--- config.mk ---
export PLATFORM = sky130hd
export DESIGN_NAME = alu_result_display_flat
export DESIGN_NICKNAME = d
export VERILOG_FILES = /design/src/rtl/alu_result_display_if.sv /design/src/rtl/alu_result_display.sv /design/src/flat_wrapper.sv
export SDC_FILE = /design/constraint.sdc
export NUM_CORES = 1
export LEC_CHECK = 0
export BUFFER_PORTS_ARGS = -buffer_cell sky130_fd_sc_hd__clkbuf_2
export CAP_MARGIN = 10
export CORE_ASPECT_RATIO = 1.25
export CORE_MARGIN = 2
export CORE_UTILIZATION = 55
export CTS_CLUSTER_SIZE = 28
export DETAILED_ROUTE_END_ITERATION = 8
export PLACE_DENSITY = 0.77
export SLEW_MARGIN = 20
export SYNTH_ARGS = -nofsm -noshare
export SYNTH_HDL_FRONTEND = slang
export SYNTH_SLANG_ARGS = --single-unit
--- constraint.sdc ---
create_clock -name clk -period 2.45 [get_ports clk]
set_clock_uncertainty 0.2 [all_clocks]
set_input_delay 0.245 -clock clk [delete_from_list [all_inputs] [get_ports clk]]
set_output_delay 0.245 -clock clk [all_outputs]
set_load 0.01 [all_outputs]
--- src/rtl/alu_result_display_if.sv ---
// Handshake bundle between the 4-bit ALU and its result display stage.
interface alu_result_display_if;
    logic       in_valid;
    logic       in_ready;
    logic [7:0] in_data;
    logic       in_signed;

    modport master (
        output in_valid,
        output in_data,
        output in_signed,
        input  in_ready
    );

    modport slave (
        input  in_valid,
        input  in_data,
        input  in_signed,
        output in_ready
    );
endinterface

--- src/rtl/alu_result_display.sv ---
// ALU result display: captures an 8-bit result, converts it to BCD with a
// sequential double-dabble (one step per enabled cycle), then scans
// sign/hundreds/tens/ones/blank frames onto one 7-segment display.
// Optional feature macro: ALU_DISP_LZB_EN (leading-zero blanking).
module alu_result_display #(
    parameter int unsigned DIGIT_TICKS = 2500000
) (
    input  logic                       clk,
    input  logic                       rst_n,
    input  logic                       ena,
    alu_result_display_if.slave        bus,
    output logic [6:0]                 seg,
    output logic                       dp,
    output logic [2:0]                 frame
);

    localparam int unsigned TickW = (DIGIT_TICKS > 1) ? $clog2(DIGIT_TICKS) : 1;
    localparam logic [TickW-1:0] TickLast = TickW'(DIGIT_TICKS - 1);

    localparam logic [1:0] StIdle    = 2'd0;
    localparam logic [1:0] StConvert = 2'd1;
    localparam logic [1:0] StShow    = 2'd2;

    logic [1:0]       state_q, state_d;
    logic [2:0]       frame_q, frame_d;
    logic [TickW-1:0] tick_q, tick_d;
    logic [11:0]      bcd_q, bcd_d;
    logic [7:0]       mag_q, mag_d;
    logic [2:0]       cnt_q, cnt_d;
    logic             neg_q, neg_d;
    logic             accept;
    logic [11:0]      bcd_adj;

    function automatic logic [3:0] dd_adj(input logic [3:0] n);
        return (n >= 4'd5) ? n + 4'd3 : n;
    endfunction

    function automatic logic [6:0] digit_seg(input logic [3:0] d);
        logic [6:0] s;
        case (d)
            4'd0:    s = 7'h3F;
            4'd1:    s = 7'h06;
            4'd2:    s = 7'h5B;
            4'd3:    s = 7'h4F;
            4'd4:    s = 7'h66;
            4'd5:    s = 7'h6D;
            4'd6:    s = 7'h7D;
            4'd7:    s = 7'h07;
            4'd8:    s = 7'h7F;
            4'd9:    s = 7'h6F;
            default: s = 7'h00;
        endcase
        return s;
    endfunction

    assign bus.in_ready = (state_q != StConvert);
    assign accept       = bus.in_valid & bus.in_ready & ena;
    assign bcd_adj      = {dd_adj(bcd_q[11:8]), dd_adj(bcd_q[7:4]), dd_adj(bcd_q[3:0])};

    // Next-state: capture, double-dabble steps, frame scanning; everything holds when ena is low
    always_comb begin
        state_d = state_q;
        frame_d = frame_q;
        tick_d  = tick_q;
        bcd_d   = bcd_q;
        mag_d   = mag_q;
        cnt_d   = cnt_q;
        neg_d   = neg_q;
        if (accept) begin
            neg_d   = bus.in_signed & bus.in_data[7];
            // 8-bit negate is enough: -8'h80 wraps to 8'h80, which reads as 128 unsigned
            mag_d   = neg_d ? (8'd0 - bus.in_data) : bus.in_data;
            bcd_d   = 12'd0;
            cnt_d   = 3'd0;
            state_d = StConvert;
        end else if (ena) begin
            if (state_q == StConvert) begin
                bcd_d = (bcd_adj << 1) | {11'd0, mag_q[7]};
                mag_d = mag_q << 1;
                cnt_d = cnt_q + 3'd1;
                if (cnt_q == 3'd7) begin
                    state_d = StShow;
                    frame_d = 3'd0;
                    tick_d  = '0;
                end
            end else if (state_q == StShow) begin
                if (tick_q == TickLast) begin
                    tick_d  = '0;
                    frame_d = (frame_q == 3'd4) ? 3'd0 : frame_q + 3'd1;
                end else begin
                    tick_d = tick_q + 1'b1;
                end
            end
        end
    end

    // State registers with asynchronous active-low reset
    always_ff @(posedge clk or negedge rst_n) begin
        if (!rst_n) begin
            state_q <= StIdle;
            frame_q <= 3'd0;
            tick_q  <= '0;
            bcd_q   <= 12'd0;
            mag_q   <= 8'd0;
            cnt_q   <= 3'd0;
            neg_q   <= 1'b0;
        end else begin
            state_q <= state_d;
            frame_q <= frame_d;
            tick_q  <= tick_d;
            bcd_q   <= bcd_d;
            mag_q   <= mag_d;
            cnt_q   <= cnt_d;
            neg_q   <= neg_d;
        end
    end

    // Display decode of registered state; dark outside SHOW
    always_comb begin
        seg   = 7'h00;
        dp    = 1'b0;
        frame = 3'd0;
        if (state_q == StShow) begin
            frame = frame_q;
            case (frame_q)
                3'd0: seg = neg_q ? 7'h40 : 7'h00;
`ifdef ALU_DISP_LZB_EN
                3'd1: seg = (bcd_q[11:8] == 4'd0) ? 7'h00 : digit_seg(bcd_q[11:8]);
                3'd2: seg = (bcd_q[11:4] == 8'd0) ? 7'h00 : digit_seg(bcd_q[7:4]);
`else
                3'd1: seg = digit_seg(bcd_q[11:8]);
                3'd2: seg = digit_seg(bcd_q[7:4]);
`endif
                3'd3: begin
                    seg = digit_seg(bcd_q[3:0]);
                    dp  = 1'b1;
                end
                default: seg = 7'h00;
            endcase
        end
    end

endmodule

--- src/flat_wrapper.sv ---
// flat-port wrapper written by rule: the top's interface ports become plain ports
module alu_result_display_flat 
#(
    parameter int unsigned DIGIT_TICKS = 2500000
)
  (clk, rst_n, ena, seg, dp, frame, bus_in_valid, bus_in_data, bus_in_signed, bus_in_ready);
  alu_result_display_if bus_i ();
  input  logic clk;
  input  logic rst_n;
  input  logic ena;
  output logic [6:0] seg;
  output logic dp;
  output logic [2:0] frame;
  input wire logic [$bits(bus_i.in_valid)-1:0] bus_in_valid;
  input wire logic [$bits(bus_i.in_data)-1:0] bus_in_data;
  input wire logic [$bits(bus_i.in_signed)-1:0] bus_in_signed;
  output wire logic [$bits(bus_i.in_ready)-1:0] bus_in_ready;
  assign bus_i.in_valid = bus_in_valid;
  assign bus_i.in_data = bus_in_data;
  assign bus_i.in_signed = bus_in_signed;
  assign bus_in_ready = bus_i.in_ready;
  alu_result_display #(.DIGIT_TICKS(DIGIT_TICKS)) u_core (.clk(clk), .rst_n(rst_n), .ena(ena), .bus(bus_i), .seg(seg), .dp(dp), .frame(frame));
endmodule
Yosys cells after proc, flatten, opt, wreduce, memory -nomap -nowiden --
Memories as Yosys holds them, arrays and structs flattened. Cells that the tools add are included. Widths: inputs -> output; s select.
Cells by class: equal/unequal tests 10, shift operators 0, order comparisons 3, add/sub/neg operators 7, bitwise logic cells 5, $mul 0, reductions and logical operators 10, mux-type cells 32, div/mod/pow operators 0
Operators with widths (number):
- $mux 22 | 4
- $mux 12 | 3
- $mux 8 | 4
- $mux 3 | 10
- $pmux 7 s4 | 1
- $add 22x1->22 const B | 1
- $eq 22x22->1 const B | 1
- $mux 7 | 2
- $ge 4x3->1 const B | 3
- $or 12x1->12 | 1
- $reduce_bool 2->1 | 5
- $add 4x2->4 const B | 2
- $mux 2 | 4
- $mux 4 | 2
- $sub 1x8->8 const A | 1
- $add 3x1->3 const B | 2
- $eq 3x2->1 const B | 2
- $eq 3x3->1 const B | 2
- $reduce_and 5->1 | 1
- $reduce_and 4->1 | 1
- $add 3x2->3 const B | 1
- $and 1x1->1 | 3
- $eq 3x1->1 const B | 1
- $logic_not 3->1 | 1
- 8 further kinds | 9
Word-level totals: latch bits 0, bits in writable memories 0, register bits after elaboration 51, memories 3, output and inout bits 12, memory bits (read-only) 336
Memories:
- (name not given) | depth 16, width 7, rd ports 1, clocked after memory_dff 0, wr ports 0, line alu_result_display.sv:40 | case (d)
- (name not given) | depth 16, width 7, rd ports 1, clocked after memory_dff 0, wr ports 0, line alu_result_display.sv:40
- (name not given) | depth 16, width 7, rd ports 1, clocked after memory_dff 0, wr ports 0, line alu_result_display.sv:40

Longest topological paths before layout --
Gate-level depths: netlist of the first run.
depth in word-level cells 6, mapped depth 8, depth with buffers taken out 7

Worst setup path after synthesis of the first run --
OpenSTA, ideal clock, no wires.
path kind reg-to-reg, from register u_core.tick_q[0], to register u_core.tick_q[8], data required time 2.129 ns, setup time 0.121 ns, arrival 1.809 ns, path slack 0.320 ns, cell stages (with the launch flop) 8, cells stage by stage dfrtp_1 -> ha_1 -> nand4_2 -> nor4_1 -> a21o_2 -> nor2_1 -> buf_2 -> a22o_1
Between the ends: longest elaborated chain between the ends 4, elaborated cells on any way between the ends 5
RTL lines:
- start: declaration | line alu_result_display.sv:26 | logic [TickW-1:0] tick_q, tick_d;
- start signal: assignment | line alu_result_display.sv:110 | tick_q <= tick_d;
- $add 22x1->22 or $eq 22x22->1 (tied branches) | line alu_result_display.sv:91, alu_result_display.sv:87
- $mux 22 * | line alu_result_display.sv:87 | if (tick_q == TickLast) begin
- $mux 22 * | line alu_result_display.sv:86 | end else if (state_q == StShow) begin
- $mux 22 * | line alu_result_display.sv:77 | if (state_q == StConvert) begin
Every way passes the cells marked *; elsewhere a longest branch is shown, timed or not. The select of a mux whose other input is x is not followed. A chain may end at the register's enable or synchronous reset.

Worst setup path in the final report of the first run --
from register u_core.bcd_q[1], to output port seg[3]
Between the ends: longest elaborated chain between the ends 3
RTL lines:
- start: declaration | line alu_result_display.sv:27 | logic [11:0] bcd_q, bcd_d;
- start signal: assignment | line alu_result_display.sv:103 | bcd_q <= 12'd0;
- start signal: assignment | line alu_result_display.sv:111 | bcd_q <= bcd_d;
- $mem_v2 16x7
- $pmux 7 s4 | line alu_result_display.sv:125 | case (frame_q)
- $mux 7 | line alu_result_display.sv:123 | if (state_q == StShow) begin
- end: declaration | line flat_wrapper.sv:11 | output logic [6:0] seg;
Every way passes these cells.

==> run_results.csv, run 1 <==
group,metric,value,unit
yosys,async_reset_ff_frac,1.00,
finish,layoutNonFillerInstCount,552,
floorplan,die_x,76.2,um
finish,fin_nets,508,
sta,rsz0062_at_grt,"yes",
sta,relSlewSlack,0.529,
pwr,peakVddDrop,0.530,mV
clocking,cts_buffers,5,
hold_path,min_path_type,"in -> reg",
global_routing,grt_pass1_wl,13.9,mm
clocking,cts.sinks,51,
clocking,cts_buffer_depth,2,
critical_path,cp_max_fo,6,
route,post_drt_via_cell_ratio,5.87,
clocking,cts_tree,"yes",
clocking,cts.reportedPaths.clkPinSlew,0.10,ns
yosys,yosys_warnings,0,
floorplan,dieArea,0.00718,mm2
floorplan,die-height,94.2,um
sta,drv_slew,0,
route,drtPass1Iterations,4,
route,drc,0,
sta,fin_crit,2.35,ns
critical_path,r2r_cells,8,
critical_path,crit_type,"reg -> out",
global_routing,grt_max_degree,19,
finish,final_common_cell,"dfrtp_1",
sta,hold_ws,0.0400,ns
sta,finalSetupViolCount,0,
yosys,synth_area,0.00358,mm2
pwr,total_leakage_power,1.70,nW
global_routing,track_usage,0.239,
global_routing,antenna_found_initial,0,
finish,final_util,0.641,
clocking,cts_root_buf,"clkbuf_8",
route,vias,3238,
pwr,total_power,0.00317,W
yosys,synth_cells,431,
yosys,synth_top_area_frac,0.356,
placement,dp.final_hpwl,6.18,mm
floorplan,start_util,0.574,
sta,min_period_over_period,0.958,
critical_path,worst_setup_path_end_kind,"primary output",
placement,place_congestion,0.879,
yosys,yosysSeqAreaShare,0.356,
critical_path,crit_arrival,1.90,ns
finish,seq_area,0.00128,mm2
finish,antennaDiodeCount,0,
finish,final_cell_mix,"dfrtp_1, o21ai_0, a21oi_1",
clocking,worstSkewPairLatency,0.31,ns
finish,area_growth,11.7,%
yosys,syn-num-nets,473,
critical_path,ff2ff_setup_slack,0.15,ns
critical_path,r2r_start,"u_core.state_q[1]",
yosys,synth_top_area_cell,"dfrtp_1",
floorplan,num_rows,32,
yosys,ys_ff_latch,51,
critical_path,r2r_end,"u_core.tick_q[19]",
hold_path,hold_start,"bus_in_data[6]",
placement,numPortBuffers,24,
yosys,synth_edf_count,0,
finish,fill_cells,556,
finish,drive_above_1_share,0.154,
sta,hold_viol,0,
critical_path,required,2.01,ns
outcome,status,"completed",
run,maxCapViolCount,0,
global_routing,grt_pass1_vias,3137,
placement,place_ws,-0.0388,ns
hold_path,min_delay_worst_endpoint,"u_core.mag_q[6]",
yosys,syn_avg_cell_area,8.31,um2
floorplan,ios,25,
sta,fin_ws,0.102,ns
pwr,power.density,793,mW/mm2
route,ant_nets,0,
yosys,ys_dominant_reg_cell,"dfrtp_1",
route,drtIter0Drc,129,
clocking,h-tree-depth,2,
route,routed_wl,8.20,mm
sta,tightest_slew,0.700,ns
placement,dp.cells,540,
hold_path,holdPathStages,3,
sta,fmax,0.426,GHz
floorplan,core,0.00625,mm2
yosys,synth_area_leaders,"dfrtp_1, ha_1, o21ai_0, a21oi_1, nor2_1",
yosys,ys_types,61,
route,wl_per_cell,14.9,um
critical_path,start_kind,"register",
finish,multiInputGateArea,0.00212,mm2
global_routing,overflow,0,
-- how the worst max path moves through the flow --
| stage | slack (ns) | depth (start not counted) | from | to |
|---|---|---|---|---|
| floorplan | 0.32 | 7 | u_core.tick_q[0] | u_core.tick_q[8] |
| global placement | 0.07 | 6 | u_core.state_q[1] | u_core.tick_q[8] |
| detailed placement | -0.04 | 6 | u_core.state_q[1] | u_core.tick_q[8] |
| CTS | 0.03 | 7 | u_core.bcd_q[1] | seg[3] |
| global route | -0.02 | 7 | u_core.bcd_q[1] | seg[3] |
| finish | 0.10 | 7 | u_core.bcd_q[1] | seg[3] |
-- repair_timing --
item	4_1_cts	5_1_grt
resized for setup	2	9
setup endpoints to repair	15	10
hold buffers	2	0
buffers inserted	0	2
endpoints found under the hold margin	16	0
pin swaps	0	1
-- where the power goes --
part           switching (W)  internal (W)
Sequential          0.000270       0.00106
Clock               0.000293      0.000205
Combinational       0.000796      0.000547
-- synth_stat cells, drive strengths merged, types with 5 or more instances --
master	n
a21oi	38
a22o	12
a31oi	5
buf	6
clkbuf	11
dfrtp	51
ha	29
inv	30
nand2	32
nand2b	8
nand3	9
nand4	6
nor2	36
nor2b	6
nor3	19
nor4	8
o21ai	49
o22ai	18
xnor2	6
-- state kept, by name, summed over array words and instances (netlist names) --
signal	count
u_core.mag_q	8
u_core.state_q	2
u_core.tick_q	22
u_core.neg_q	1
u_core.frame_q	3
u_core.bcd_q	12
u_core.cnt_q	3
-- through the flow --
stage	cell area, um2	TNS [ns]
floorplan	3580	0
global placement	3860	0
detailed placement	3860	-0.285
CTS	3970	0
global route	4000	-0.0304
finish	4000	0
-- critical path, cell delays in order (launching register included) --
cell	delay, ns
dfrtp_2	0.38
inv_1	0.11
ha_1	0.19
or2_2	0.27
a21oi_1	0.18
o21ai_0	0.12
a31oi_1	0.19
clkbuf_2	0.15
-- cell families after synthesis --
logic type / Yosys count / synth area share
compound gates: 150 / 0.260
simple gates: 143 / 0.204
flops: 51 / 0.356
buf+inv: 48 / 0.0545
xor+xnor: 10 / 0.0244
fa+ha+maj: 29 / 0.101
-- per-layer routing --
metal,share of wire,GRT usage
met1,0.44,0.280
met2,0.53,0.449
met3,0.021,0.0327
met4,0.015,0.0818
met5,0,0
-- area by class of cell --
type | count | area share
clock buffer | 5 | 0.0172
clock inverter | 3 | 0.00594
inverter | 31 | 0.0300
multi-input combinational | 332 | 0.530
sequential | 51 | 0.320
tap | 85 | 0.0266
timing repair buffer | 45 | 0.0707
(Power assumes the default switching activity.)
==> inputs of run 2 (changes only) <==
- CORE_UTILIZATION: 55 -> 35
- PLACE_DENSITY: 0.77 -> 0.54
==> run 2 against run 1 <==
- non-clock buffer count increased by 5
- utilization decreased by 23 points
- flip-flop and latch count unchanged
- final cell count increased by 8.9%
- first-iteration DRC count decreased by 9.3%
- global-route usage decreased by 7.0 points
- clock power increased by 38%
- via count increased by 1.9%
- design area increased by 3.8%
- largest power group unchanged
==> run_results.csv, run 2 (synthesis gave the netlist of run 1 again) <==
group,metric,value,unit
clocking,worstSkewPairLatency,0.30,ns
floorplan,die_x,94.5,um
floorplan,dieArea,0.0111,mm2
finish,final_util,0.413,
critical_path,r2r_end,"u_core.tick_q[2]",
clocking,cts_root_buf,"clkbuf_16",
global_routing,grt_pass1_wl,14.9,mm
sta,relSlewSlack,0.533,
finish,largest_register,"u_core.tick_q",
sta,fmax,0.429,GHz
clocking,cts_buffer_depth,2,
route,drtIter0Drc,117,
run,maxCapViolCount,0,
clocking,cts_buffers,5,
finish,fin_nets,513,
route,drtPass1Iterations,4,
placement,placed_area,0.00396,mm2
sta,tightest_slew,0.701,ns
finish,antennaDiodeCount,0,
hold_path,hold_start,"bus_in_data[6]",
placement,numPortBuffers,24,
critical_path,r2r_start,"u_core.tick_q[0]",
finish,layoutNonFillerInstCount,601,
clocking,cts_tree,"yes",
finish,area_growth,15.9,%
route,routed_wl,8.88,mm
route,vias,3298,
finish,final_cell_area,0.00415,mm2
critical_path,start_kind,"register",
floorplan,die-height,117,um
finish,largest_reg_flops,22,
critical_path,worst_setup_path_end_kind,"primary output",
route,post_drt_via_cell_ratio,5.49,
clocking,cts.reportedPaths.clkPinSlew,0.06,ns
pwr,total_leakage_power,1.76,nW
sta,drv_slew,0,
clocking,h-tree-depth,2,
global_routing,overflow,0,
route,drc,0,
global_routing,grt_max_degree,52,
finish,multiInputGateArea,0.00213,mm2
sta,fin_crit,2.33,ns
placement,dp.final_hpwl,6.51,mm
placement,dp.cells,590,
sta,min_period_over_period,0.951,
clocking,cts.sinks,51,
hold_path,holdPathStages,3,
hold_path,min_delay_worst_endpoint,"u_core.mag_q[6]",
floorplan,ios,25,
global_routing,track_usage,0.169,
finish,biggestRegsByFlops,"u_core.tick_q x22, u_core.bcd_q x12, u_core.mag_q x8",
critical_path,r2r_cells,6,
pwr,power.density,818,mW/mm2
critical_path,crit_arrival,1.89,ns
floorplan,core,0.0101,mm2
hold_path,min_path_type,"in -> reg",
pwr,peakVddDrop,0.301,mV
global_routing,antenna_found_initial,0,
finish,fill_cells,1045,
finish,seq_area,0.00128,mm2
sta,hold_viol,0,
critical_path,crit_type,"reg -> out",
outcome,status,"completed",
placement,place_congestion,0.839,
finish,final_common_cell,"dfrtp_1",
critical_path,ff2ff_setup_slack,0.14,ns
floorplan,start_util,0.356,
global_routing,grt_pass1_vias,3087,
finish,drive_above_1_share,0.159,
critical_path,cp_max_fo,6,
route,wl_per_cell,14.8,um
sta,finalSetupViolCount,0,
sta,hold_ws,0.0670,ns
critical_path,required,2.01,ns
floorplan,num_rows,41,
route,ant_nets,0,
finish,final_cell_mix,"dfrtp_1, o21ai_0, a21oi_1",
[run 2: layout make-up]
type / instances / share of cell area
multi-input combinational: 332 / 0.513
tap: 129 / 0.0389
inverter: 31 / 0.0280
timing repair buffer: 50 / 0.0781
clock inverter: 3 / 0.00362
clock buffer: 5 / 0.0301
sequential: 51 / 0.308
[run 2: repair_timing]
item                       CTS  global route
hold buffers                 2             0
pin swaps                    0             1
hold endpoints to repair    52             0
setup endpoints to repair   15            10
setup buffers                0             1
gates resized for setup      2             8
[run 2: report_power, final]
| part | total (W) | switching, W | leakage, nW | internal (W) |
|---|---|---|---|---|
| registers | 0.00132 | 0.000254 | 0.650 | 0.00107 |
| logic | 0.00139 | 0.000817 | 1.04 | 0.000577 |
| clock network | 0.000684 | 0.000311 | 0.0733 | 0.000373 |
| total | 0.00340 | 0.00138 | 1.76 | 0.00202 |
[run 2: worst max path at each step]
| stage | startpoint | to | slack (ns) | cells after the start |
|---|---|---|---|---|
| 2_1_floorplan | u_core.tick_q[0] | u_core.tick_q[8] | 0.32 | 7 |
| 3_3_place_gp | u_core.tick_q[0] | u_core.tick_q[8] | -0.05 | 6 |
| 3_5_place_dp | u_core.tick_q[0] | u_core.tick_q[8] | -0.07 | 6 |
| 4_1_cts | u_core.bcd_q[1] | seg[0] | 0.02 | 7 |
| 5_1_grt | u_core.bcd_q[0] | seg[2] | -0.004 | 8 |
| 6_report | u_core.bcd_q[1] | seg[0] | 0.12 | 7 |
[run 2: layer usage]
layer | up-vias | GRT usage | wire (um)
met4 | 0 | 0.0502 | 115
met2 | 49 | 0.305 | 4430
met1 | 1588 | 0.209 | 4130
met3 | 6 | 0.0230 | 208
li1 | 1655 | - | -
met5 | - | 0 | 0
[run 2: metrics by stage]
stage	setup TNS [ns]	setup WS, ns	power, W
finish	0	0.119	0.00340
global route	-0.00393	-0.00393	0.00370
detailed placement	-0.592	-0.0713	0.00269
floorplan	0	0.320	0.00225
CTS	0	0.0154	0.00340
global placement	-0.479	-0.0484	0.00267
[run 2: critical path, stage by stage (launching register included)]
cell      delay (ns)
dfrtp_2         0.38
inv_1           0.11
ha_1            0.19
or2_2           0.28
a21oi_2         0.16
o21ai_0         0.13
a31oi_1         0.19
clkbuf_2        0.16
==> inputs of run 3 (changes only) <==
==> constraint.sdc (replaced) <==
create_clock -name clk -period 2.45 [get_ports clk]
set_clock_uncertainty 0.2 [all_clocks]
set_input_delay 0.3675 -clock clk [delete_from_list [all_inputs] [get_ports clk]]
set_output_delay 0.3675 -clock clk [all_outputs]
set_load 0.01 [all_outputs]
==> run 3 against run 2 <==
- the flow now finishes with violations (hold timing)
- via count stayed put
- final cell count grew 0.83%
- flip-flop and latch count did not move
- critical path depth is 1 lower
- count of clock-buffer cells in the layout grew 1
==> run_results.csv, run 3 (synthesis gave the netlist of run 1 again) <==
group,metric,value,unit
outcome,status,"complete, but fails checks",
outcome,violations,"hold timing",
finish,final_common_cell,"dfrtp_1",
clocking,cts_buffer_depth,2,
run,maxCapViolCount,0,
route,drtIter0Drc,193,
critical_path,r2r_cells,8,
clocking,cts_root_buf,"clkbuf_16",
pwr,power.density,867,mW/mm2
route,vias,3298,
critical_path,ff2ff_setup_slack,0.14,ns
pwr,total_power,0.00369,W
sta,relSlewSlack,0.544,
clocking,cts.sinks,51,
pwr,total_leakage_power,1.80,nW
floorplan,num_rows,41,
floorplan,start_util,0.356,
finish,biggestRegsByFlops,"u_core.tick_q x22, u_core.bcd_q x12, u_core.mag_q x8",
global_routing,met3_usage,0.0224,
finish,final_cell_mix,"dfrtp_1, o21ai_0, a21oi_1",
finish,largest_reg_flops,22,
critical_path,crit_chain,"ha_1, or2_2, a21oi_2, o21ai_0, a31oi_1, clkbuf_2",
critical_path,required,1.88,ns
sta,drv_slew,0,
global_routing,use_met2,0.311,
finish,fin_nets,518,
critical_path,worst_setup_path_end_kind,"primary output",
global_routing,grtUsageMet1,0.205,
global_routing,top_usage_layer,"met2",
finish,fill_cells,1048,
critical_path,r2r_start,"u_core.state_q[1]",
critical_path,crit_arrival,1.83,ns
critical_path,r2r_end,"u_core.tick_q[19]",
pwr,peakVddDrop,0.372,mV
global_routing,track_usage,0.169,
floorplan,core,0.0101,mm2
global_routing,antenna_found_initial,0,
critical_path,slowest_stage,"dfrtp_2",
critical_path,crit_path_max_incr_delay,0.43,ns
sta,fmax,0.418,GHz
finish,layoutNonFillerInstCount,606,
clocking,hold_buffers,0,
finish,antennaDiodeCount,0,
sta,min_period_over_period,0.977,
placement,dp.final_hpwl,6.57,mm
critical_path,cp_max_fo,4,
floorplan,dieArea,0.0111,mm2
finish,area_growth,18.9,%
placement,numPortBuffers,24,
route,drtPass1Iterations,5,
global_routing,grt_max_degree,52,
sta,hold_ws,-0.0171,ns
route,wl_per_cell,14.8,um
global_routing,grt_pass1_vias,3119,
placement,place_congestion,0.804,
clocking,cts_tree,"yes",
route,routed_wl,8.97,mm
hold_path,min_path_type,"in -> async",
floorplan,die-height,117,um
clocking,cts_buffers,5,
route,ant_nets,0,
sta,hold_viol,8,
finish,largest_register,"u_core.tick_q",
critical_path,crit_type,"reg -> out",
placement,dp.cells,591,
clocking,cts.reportedPaths.clkPinSlew,0.07,ns
sta,fin_crit,2.39,ns
finish,final_util,0.423,
global_routing,grt_pass1_wl,14.9,mm
clocking,h-tree-depth,2,
sta,finalSetupViolCount,0,
route,drc,0,
critical_path,start_kind,"register",
floorplan,die_x,94.5,um
global_routing,overflow,0,
route,post_drt_via_cell_ratio,5.44,
floorplan,ios,25,
finish,drive_above_1_share,0.197,
clocking,worstSkewPairLatency,0.29,ns
sta,tightest_slew,0.685,ns
[run 3: worst max path at each step]
stage / depth (start not counted) / start / slack [ns] / to
final: 6 / u_core.bcd_q[0] / 0.06 / seg[0]
after global routing: 6 / u_core.frame_q[0] / -0.003 / seg[2]
after CTS: 7 / u_core.frame_q[0] / 0.003 / seg[6]
after detailed placement: 6 / u_core.tick_q[0] / -0.07 / u_core.tick_q[11]
after global placement: 6 / u_core.tick_q[0] / -0.04 / u_core.tick_q[17]
after floorplan: 7 / u_core.tick_q[0] / 0.32 / u_core.tick_q[8]
[run 3: through the flow]
stage,hold slack (ns),worst slack [ns],instance area [um2],setup TNS [ns]
2_1_floorplan,-0.128,0.320,3580,0
3_3_place_gp,0.284,-0.0366,3970,-0.305
3_5_place_dp,0.287,-0.0711,3970,-0.660
4_1_cts,0.0240,0.00279,4160,0
5_1_grt,0.0644,-0.00252,4260,-0.00252
6_report,-0.0171,0.0568,4260,0
[run 3: layout make-up]
class / instances / area (um2) / area share
clock buffers: 6 / 129 / 0.0303
repair buffers: 55 / 353 / 0.0829
multi-input cells: 332 / 2150 / 0.506
well taps: 129 / 161 / 0.0379
clock inverters: 2 / 60.1 / 0.0141
flip-flops and latches: 51 / 1280 / 0.301
inverters: 31 / 119 / 0.0279
[run 3: per-layer routing]
| metal | vias to the layer above | part of all wire |
|---|---|---|
| met5 | - | 0 |
| met4 | 0 | 0.014 |
| met3 | 8 | 0.023 |
| met1 | 1577 | 0.45 |
| li1 | 1664 | - |
| met2 | 49 | 0.51 |
[run 3: what timing repair did]
item / in CTS / in global routing
resized for setup: 5 / 21
hold endpoints to repair: 0 / 0
pin swaps: 0 / 4
setup endpoints to repair: 16 / 28
setup buffers: 0 / 7
cloned: 0 / 0
[run 3: worst max-delay path: cells and delay by family, from the launching register on]
family,cells,cell delay [ns]
AOI/OAI and AO/OA,3,0.48
buffers and inverters,1,0.16
DFF,1,0.43
adders and majority gates,1,0.19
and+or+nand+nor,1,0.27
[run 3: power by group]
part / leakage, nW / internal (W) / switching [W]
Sequential: 0.647 / 0.00107 / 0.000261
Clock: 0.0911 / 0.000586 / 0.000311
Combinational: 1.06 / 0.000623 / 0.000844
Total: 1.80 / 0.00228 / 0.00141
